## src/rtl/mcu_trap_ctrl.sv

```systemverilog
// Trap/interrupt sequencer: arbitrates exceptions, MRET and level interrupts,
// then drives the CSR trap write, the mstatus write and a one-cycle PC redirect.
module mcu_trap_ctrl #(
  parameter int unsigned WDOG_CAUSE        = 16,
  parameter logic [1:0]  RESET_MSTATUS_MPP = 2'b11
) (
  input  logic        clk,
  input  logic        rst_n,
  input  logic        exc_valid,
  input  logic [4:0]  exc_cause,
  input  logic [31:0] exc_pc,
  input  logic [31:0] exc_tval,
  input  logic        mret_valid,
  input  logic        irq_boundary,
  input  logic [31:0] irq_pc,
  input  logic        irq_sw,
  input  logic        irq_timer,
  input  logic        irq_ext,
  input  logic        irq_wdog,
  input  logic [31:0] csr_mstatus,
  input  logic [31:0] csr_mie,
  input  logic [31:0] csr_mtvec,
  input  logic [31:0] csr_mepc,
  output logic        trap_we,
  output logic [31:0] trap_mepc,
  output logic [31:0] trap_mcause,
  output logic [31:0] trap_mtval,
  output logic        mstatus_we,
  output logic [31:0] mstatus_wdata,
  output logic        redirect_valid,
  output logic [31:0] redirect_pc,
  output logic        busy,
  output logic [31:0] mip_value
);

  localparam int unsigned XLEN   = 32;
  localparam int unsigned CODE_W = 5;
  localparam logic [CODE_W-1:0] WDOG_CODE = CODE_W'(WDOG_CAUSE);

  typedef enum logic [1:0] {IDLE, SAVE, MSTAT, REDIR} state_t;

  state_t              state;
  state_t              state_next;
  logic                take_exc;
  logic                take_irq;
  logic                take_mret;
  logic                is_mret;
  logic [XLEN-1:0]     pending;
  logic                irq_take;
  logic [CODE_W-1:0]   irq_code;
  logic [XLEN-1:0]     mst_trap;
  logic [XLEN-1:0]     mst_mret;
  logic [XLEN-1:0]     mtvec_base;
  logic [XLEN-1:0]     redirect_target;

  // Pending view is unmasked; masking only affects whether the trap is taken.
  always_comb begin
    mip_value            = '0;
    mip_value[3]         = irq_sw;
    mip_value[7]         = irq_timer;
    mip_value[11]        = irq_ext;
    mip_value[WDOG_CODE] = irq_wdog;
  end

  assign pending  = mip_value & csr_mie;
  assign irq_take = csr_mstatus[3] & (|pending) & irq_boundary;

  always_comb begin
    if (pending[11])      irq_code = CODE_W'(11);
    else if (pending[3])  irq_code = CODE_W'(3);
    else if (pending[7])  irq_code = CODE_W'(7);
    else                  irq_code = WDOG_CODE;
  end

  always_comb begin
    mst_trap          = csr_mstatus;
    mst_trap[7]       = csr_mstatus[3];
    mst_trap[3]       = 1'b0;
    mst_trap[12:11]   = RESET_MSTATUS_MPP;
    mst_mret          = csr_mstatus;
    mst_mret[3]       = csr_mstatus[7];
    mst_mret[7]       = 1'b1;
  end

  // Vectored mode only offsets interrupts; mcause[31] marks the latched trap as one.
  always_comb begin
    mtvec_base = {csr_mtvec[31:2], 2'b00};
    if (is_mret)
      redirect_target = {csr_mepc[31:2], 2'b00};
    else if (csr_mtvec[1:0] == 2'b01 && trap_mcause[31])
      redirect_target = mtvec_base + XLEN'({trap_mcause[4:0], 2'b00});
    else
      redirect_target = mtvec_base;
  end

  always_ff @(posedge clk) begin
    if (!rst_n) state <= IDLE;
    else        state <= state_next;
  end

  always_comb begin
    state_next = state;
    take_exc   = 1'b0;
    take_irq   = 1'b0;
    take_mret  = 1'b0;
    case (state)
      IDLE: begin
        if (exc_valid) begin
          take_exc   = 1'b1;
          state_next = SAVE;
        end else if (mret_valid) begin
          take_mret  = 1'b1;
          state_next = MSTAT;
        end else if (irq_take) begin
          take_irq   = 1'b1;
          state_next = SAVE;
        end
      end
      SAVE:    state_next = MSTAT;
      MSTAT:   state_next = REDIR;
      REDIR:   state_next = IDLE;
      default: state_next = IDLE;
    endcase
  end

  assign busy = (state != IDLE);

  // Strobes and data are loaded one edge ahead so they line up with the state they belong to.
  always_ff @(posedge clk) begin
    if (!rst_n) begin
      is_mret        <= 1'b0;
      trap_we        <= 1'b0;
      trap_mepc      <= '0;
      trap_mcause    <= '0;
      trap_mtval     <= '0;
      mstatus_we     <= 1'b0;
      mstatus_wdata  <= '0;
      redirect_valid <= 1'b0;
      redirect_pc    <= '0;
    end else begin
      trap_we        <= take_exc | take_irq;
      mstatus_we     <= (state_next == MSTAT);
      redirect_valid <= (state_next == REDIR);
      if (take_exc) begin
        is_mret     <= 1'b0;
        trap_mepc   <= exc_pc;
        trap_mcause <= XLEN'(exc_cause);
        trap_mtval  <= exc_tval;
      end else if (take_irq) begin
        is_mret     <= 1'b0;
        trap_mepc   <= irq_pc;
        trap_mcause <= {1'b1, 26'b0, irq_code};
        trap_mtval  <= '0;
      end else if (take_mret) begin
        is_mret     <= 1'b1;
      end
      if (state_next == MSTAT) mstatus_wdata <= take_mret ? mst_mret : mst_trap;
      if (state_next == REDIR) redirect_pc   <= redirect_target;
    end
  end

endmodule

```

## config.mk

```make
export PLATFORM = sky130hd
export DESIGN_NAME = mcu_trap_ctrl
export DESIGN_NICKNAME = d
export VERILOG_FILES = /design/src/rtl/mcu_trap_ctrl.sv
export SDC_FILE = /design/constraint.sdc
export NUM_CORES = 1
export LEC_CHECK = 0
export CAP_MARGIN = 40
export CORE_AREA = 2 2 168 170
export CTS_CLUSTER_DIAMETER = 200
export CTS_CLUSTER_SIZE = 28
export DETAILED_ROUTE_END_ITERATION = 7
export DIE_AREA = 0 0 170 172
export PLACE_DENSITY = 0.6
export SETUP_SLACK_MARGIN = 0.2
export SLEW_MARGIN = 40
export SYNTH_ARGS = -nofsm -noshare
export SYNTH_HDL_FRONTEND = slang
export SYNTH_SLANG_ARGS = --single-unit
```

## constraint.sdc

```tcl
create_clock -name clk -period 2.6 [get_ports clk]
set_input_delay 0.26 -clock clk [delete_from_list [all_inputs] [get_ports clk]]
set_output_delay 0.26 -clock clk [all_outputs]
set_load 0.02 [all_outputs]
```

# After elaboration in Yosys (flattened, before gate mapping)
# Index checks and enable logic that the tools add are counted.
# totals
regBits,140
output_inout_bits,196
input_bits,238
word_cells,55
# classes
addsub,1
muxes,25
bitwise_logic,5
reduce_logical,7
eq_ne,6
# op_table
op,count
two-way mux 32 bit,6
adder 32 x 7 -> 32 bit,1
AND 17 x 32 -> 32 bit,1
OR reduction 32 bit,1
two-way mux 5 bit,5
two-way mux 13 bit,1
two-way mux 1 bit,9
"== test 2 bit, second input constant",4
case mux 2 bit (4 select lines),1
two-way mux 2 bit,3
"== test 2 x 1 -> 1 bit, second input constant",2
nonzero test 2 bit,2
OR reduction 3 bit,1
AND 1 bit,2
zero test 2 bit,1
OR reduction 2 bit,1
logical AND 1 bit,1
inverter 1 bit,1
OR 1 bit,1

# Logic depth before layout (Yosys ltp)
# depth
depth_word,10
depth_mapped,9
mapped_depth_nobuf,7

# Worst setup path before layout
# OpenSTA, ideal clock, no wires.
# synth_path
path_type,register to register
from,register trap_mcause[4]
to,register redirect_pc[31]
setup_time_ps,74
stages_incl_launch_ff,8
slack_ps,492
period_less_slack_ps,2108
arrival_ps,2034
cell_sequence,dfxtp_1 > ha_1 > clkbuf_1 > and4_1 > clkbuf_1 > o21ai_0 > or4_1 > a31oi_1
# synth_between
elab_chain_len,3
# synth_lines
element,line_no,rtl
from (decl),26,"output logic [31:0] trap_mcause,"
from (signal assigned),147,trap_mcause <= XLEN'(exc_cause);
from (signal assigned),152,"trap_mcause <= {1'b1, 26'b0, irq_code};"
adder 32 x 7 -> 32 bit,91,"redirect_target = mtvec_base + XLEN'({trap_mcause[4:0], 2'b00});"
two-way mux 32 bit,90,else if (csr_mtvec[1:0] == 2'b01 && trap_mcause[31])
two-way mux 32 bit,88,if (is_mret)
to (signal assigned),158,if (state_next == REDIR) redirect_pc <= redirect_target;
to (decl),31,"output logic [31:0] redirect_pc,"
# No other way between the ends.
# A chain may end at the register's enable or synchronous reset.

# Final worst setup path
# layout_path
from,register state[1]
to,output port busy
# layout_between
elab_chain_len,1
# layout_lines
element,line_no,rtl
from (decl),42,state_t state;
from (signal assigned),98,else state <= state_next;
nonzero test 2 bit,126,assign busy = (state != IDLE);
to (decl),32,"output logic busy,"
# No other way between the ends.

==> metrics.md <==
| Metric | Value |
|---|---|
| Routed wire length per instance | `16.42 um` |
| Post-layout minimum cycle time | `2.195 ns` |
| Post-synthesis to final-layout area growth | `65.73%` |
| TritonCTS clock tree | `built` |
| Global router's overall resource usage | `15.57%` |
| Vias | `6490` |
| Initial DRC count | `240` |
| Transition time of the tightest slew-check pin | `0.6403 ns` |
| I/O pins | `434` |
| Buffers from clock root to sink, at most | `2` |
| Setup TNS | `0 ns` |
| Estimated wirelength of the detail-placed design | `17800 um` |
| Maximum clock frequency | `455.6 MHz` |
| Flop-to-flop setup slack | `0.48 ns` |
| # setup viols final | `0` |
| Total count of max-transition violations in the final report | `0` |
| Routability Congestion | `0.7678` |
| Class of the tightest hold or removal check | `primary input to flop` |
| Fraction of final layout cells sized beyond drive strength 1 | `7.489%` |
| Post-layout instance area | `0.01102 mm^2` |
| Antenna violations before repair | `0` |
| Run status | `completed` |
| Maximum number of pins on one net before global-route repair | `70` |
| Worst Hold Slack | `0.3202 ns` |
| H-Tree Level Count | `4` |
| Wire length of the first global-routing pass | `35060 um` |
| Final non-filler cell total | `1441` |
| Post-synthesis area per instance | `8.949 um^2` |
| Leak | `4.268 nW` |
| Clock latency reported for the late side of the worst-skew pair | `0.42 ns` |
| Distinct cell type count after synthesis | `55` |
| Worst EP required | `2.34 ns` |
| Proportion of register bits with asynchronous set or reset after synthesis | `0%` |
| Placeable core region | `0.02748 mm^2` |
| Total of buffers placed on input and output ports | `347` |
| Gates resized, CTS repair | `0` |
| Crit path largest cell delay | `0.60 ns` |
| Routed wire length | `23660 um` |
| Normalized max-slew margin | `57.21%` |
| Die Footprint | `0.02924 mm^2` |
| Routed Antenna Nets | `0` |
| Slowest stage cell on the critical path | `sky130_fd_sc_hd__clkdlybuf4s50_1` |
| Via density | `4.504` |
| Number of nets in the layout | `1329` |
| Total standard cell area after synthesis | `0.006649 mm^2` |
| Horizontal die dimension | `170 um` |
| Worst clock skew | `0.01161 ns` |
| Detailed-routing iteration count for the pre-antenna-repair pass | `4` |
| Vias in the first global route | `6312` |
| Maximum vdd ir drop | `0.4164 mV` |
| Met3 Wirelength | `1673 um` |
| Cell family with most CP delay | `buffers and inverters` |
| Total inserted antenna cells | `0` |
| Number of maximum-capacitance violations | `0` |
| Clock transition at the registers of the reported paths | `0.06 ns` |
| Cell area after placement | `0.01044 mm^2` |
| Post-placement cell count | `1409` |
| DRC violation count after routing | `0` |
| Highest fanout seen on the critical path | `6` |
| Master cell of the clock root buffer | `sky130_fd_sc_hd__clkbuf_16` |
| Starting density of the core | `24.20%` |
| GRT overflow | `0` |
| Height of the die | `172 um` |
| Post-synthesis sequential area ratio | `41.55%` |
| Row cnt | `61` |
| Number of buffers inserted for hold repair after clock tree synthesis | `0` |
| Yosys warns | `0` |
| Setup crit end kind | `primary output` |
| Worst Path Buf+Inv | `4` |
| Worst-path cell chain | `inv_1 -> ha_1 -> buf_4 -> inv_1 -> clkdlybuf4s50_1` |
| Highest routing layer actually used | `met4` |
| CP startpoint kind | `flop` |
| Post-placement setup slack | `0.04746 ns` |
| Cts bufs inserted | `17` |
| Number of synthesized flops with an enable pin | `0` |
| Cell area power density | `692.8 mW/mm^2` |
| Synthesis-stage register bit count | `138` |
| Worst Slack Setup Final | `0.4052 ns` |
| Most frequent cell on the critical path | `sky130_fd_sc_hd__inv_1` |
| TritonCTS Sinks | `138` |
| CP Data Arrival Time | `1.93 ns` |
| WS Path Type | `flop to primary output` |
| Portion of the clock cycle consumed by the worst path in the final layout | `84.42%` |
| Metal2 WL | `11950 um` |
| Top FF cell, synth | `sky130_fd_sc_hd__dfxtp_1` |
| RSZ-0062 raised after global routing | `no` |
| Wire length on met1 | `9880 um` |
| Cells after synthesis | `743` |
| Post-CTS setup buffer count | `0` |
| Number of endpoints with negative hold slack in the final report | `0` |
cell usage after synthesis (20+ instances only):
cell | n | area share, %
sky130_fd_sc_hd__dfxtp_1 | 138 | 42
sky130_fd_sc_hd__nand3_1 | 73 | 5.5
sky130_fd_sc_hd__buf_4 | 65 | 7.3
sky130_fd_sc_hd__nand2_1 | 63 | 3.6
sky130_fd_sc_hd__a22o_1 | 54 | 7.1
sky130_fd_sc_hd__clkbuf_1 | 42 | 2.4
sky130_fd_sc_hd__mux2i_1 | 37 | 5.6
sky130_fd_sc_hd__o21ai_0 | 37 | 2.8
sky130_fd_sc_hd__o31ai_1 | 35 | 4.0
sky130_fd_sc_hd__a21oi_1 | 23 | 1.7
sky130_fd_sc_hd__nor2_1 | 23 | 1.3
sky130_fd_sc_hd__o21ai_1 | 20 | 1.5
worst reg2reg max path: stages, from the launching register on:
cell and delay, ns:
sky130_fd_sc_hd__dfxtp_1 0.38, sky130_fd_sc_hd__ha_1 0.20, sky130_fd_sc_hd__fa_1 0.24, sky130_fd_sc_hd__a21oi_1 0.08, sky130_fd_sc_hd__o21ai_0 0.20, sky130_fd_sc_hd__buf_4 0.22, sky130_fd_sc_hd__nor4b_1 0.40, sky130_fd_sc_hd__xnor2_1 0.17
sky130_fd_sc_hd__o21ai_0 0.08
final cells by class:
class | instances | area [um^2]
Fill cell | 2775 | 16460
Timing Repair Buffer | 383 | 3841
Multi-Input combinational cell | 533 | 3366
Sequential cell | 138 | 2763
Tap cell | 346 | 432.9
Clock buffer | 17 | 425.4
Clock inverter | 15 | 157.7
Inverter | 9 | 33.78
stage by stage:
| stage | util (%) | power (W) |
|---|---|---|
| 6_report | 40.10 | 0.007634 |
| 5_1_grt | 40.10 | 0.008047 |
| 4_1_cts | 40.10 | 0.007754 |
| 3_5_place_dp | 37.98 | 0.005244 |
| 3_3_place_gp | 37.98 | 0.005230 |
| 2_1_floorplan | - | 0.003980 |
per-layer routing:
layer / vias to the layer above / GRT usage (%)
met5: - / 0
met4: 0 / 3.344
met3: 9 / 4.829
met2: 248 / 28.13
met1: 2971 / 18.10
li1: 3262 / -
cells by family after synthesis:
kind of cell,synth area share (%)
adders and majority gates,1.807
buffers and inverters,11.29
DFF,41.55
other,0.05640
and+or+nand+nor,14.75
xor gates and xnor gates,3.293
muxes,5.570
AOI/OAI and AO/OA,21.68
power breakdown:
group          total, W  switching (W)  internal [W]
Combinational   0.00260        0.00133       0.00128
Clock           0.00245        0.00109       0.00136
Sequential      0.00258       0.000165       0.00241
state kept, by name, summed over array words and instances (netlist names):
signal	flops
redirect_valid	1
redirect_pc	30
is_mret	1
trap_mcause	6
state	2
trap_we	1
mstatus_we	1
trap_mtval	32
mstatus_wdata	32
trap_mepc	32
placed cells by master, fill, tap and decap left out, drive strengths merged, types with 3 or more instances in the layout:
cell             n
ha               8
inv             17
buf             37
a22o            54
nor2            23
a21o             4
clkbuf          17
xnor2            7
o31ai           35
nand4           11
dfxtp          138
and3             4
nand2b           4
o2bb2ai          3
nand3           73
mux2i           37
a32o             3
clkinv           4
o211ai           4
xor2            18
and2             3
a21oi           23
o21ai           58
a211oi           6
and4             4
nor3             6
conb            56
clkdlybuf4s50  346
nand2           63
path summary, 6_finish.rpt:
| path | start | depth (start not counted) | endpoint |
|---|---|---|---|
| hold reg to reg | mstatus_wdata[25] | 2 | mstatus_wdata[25] |
| setup reg to reg | trap_mcause[0] | 8 | redirect_pc[30] |
| hold / removal | rst_n | 3 | mstatus_wdata[28] |
| setup / recovery | state[1] | 5 | busy |
No activity file was read; power rests on OpenSTA's default activity.
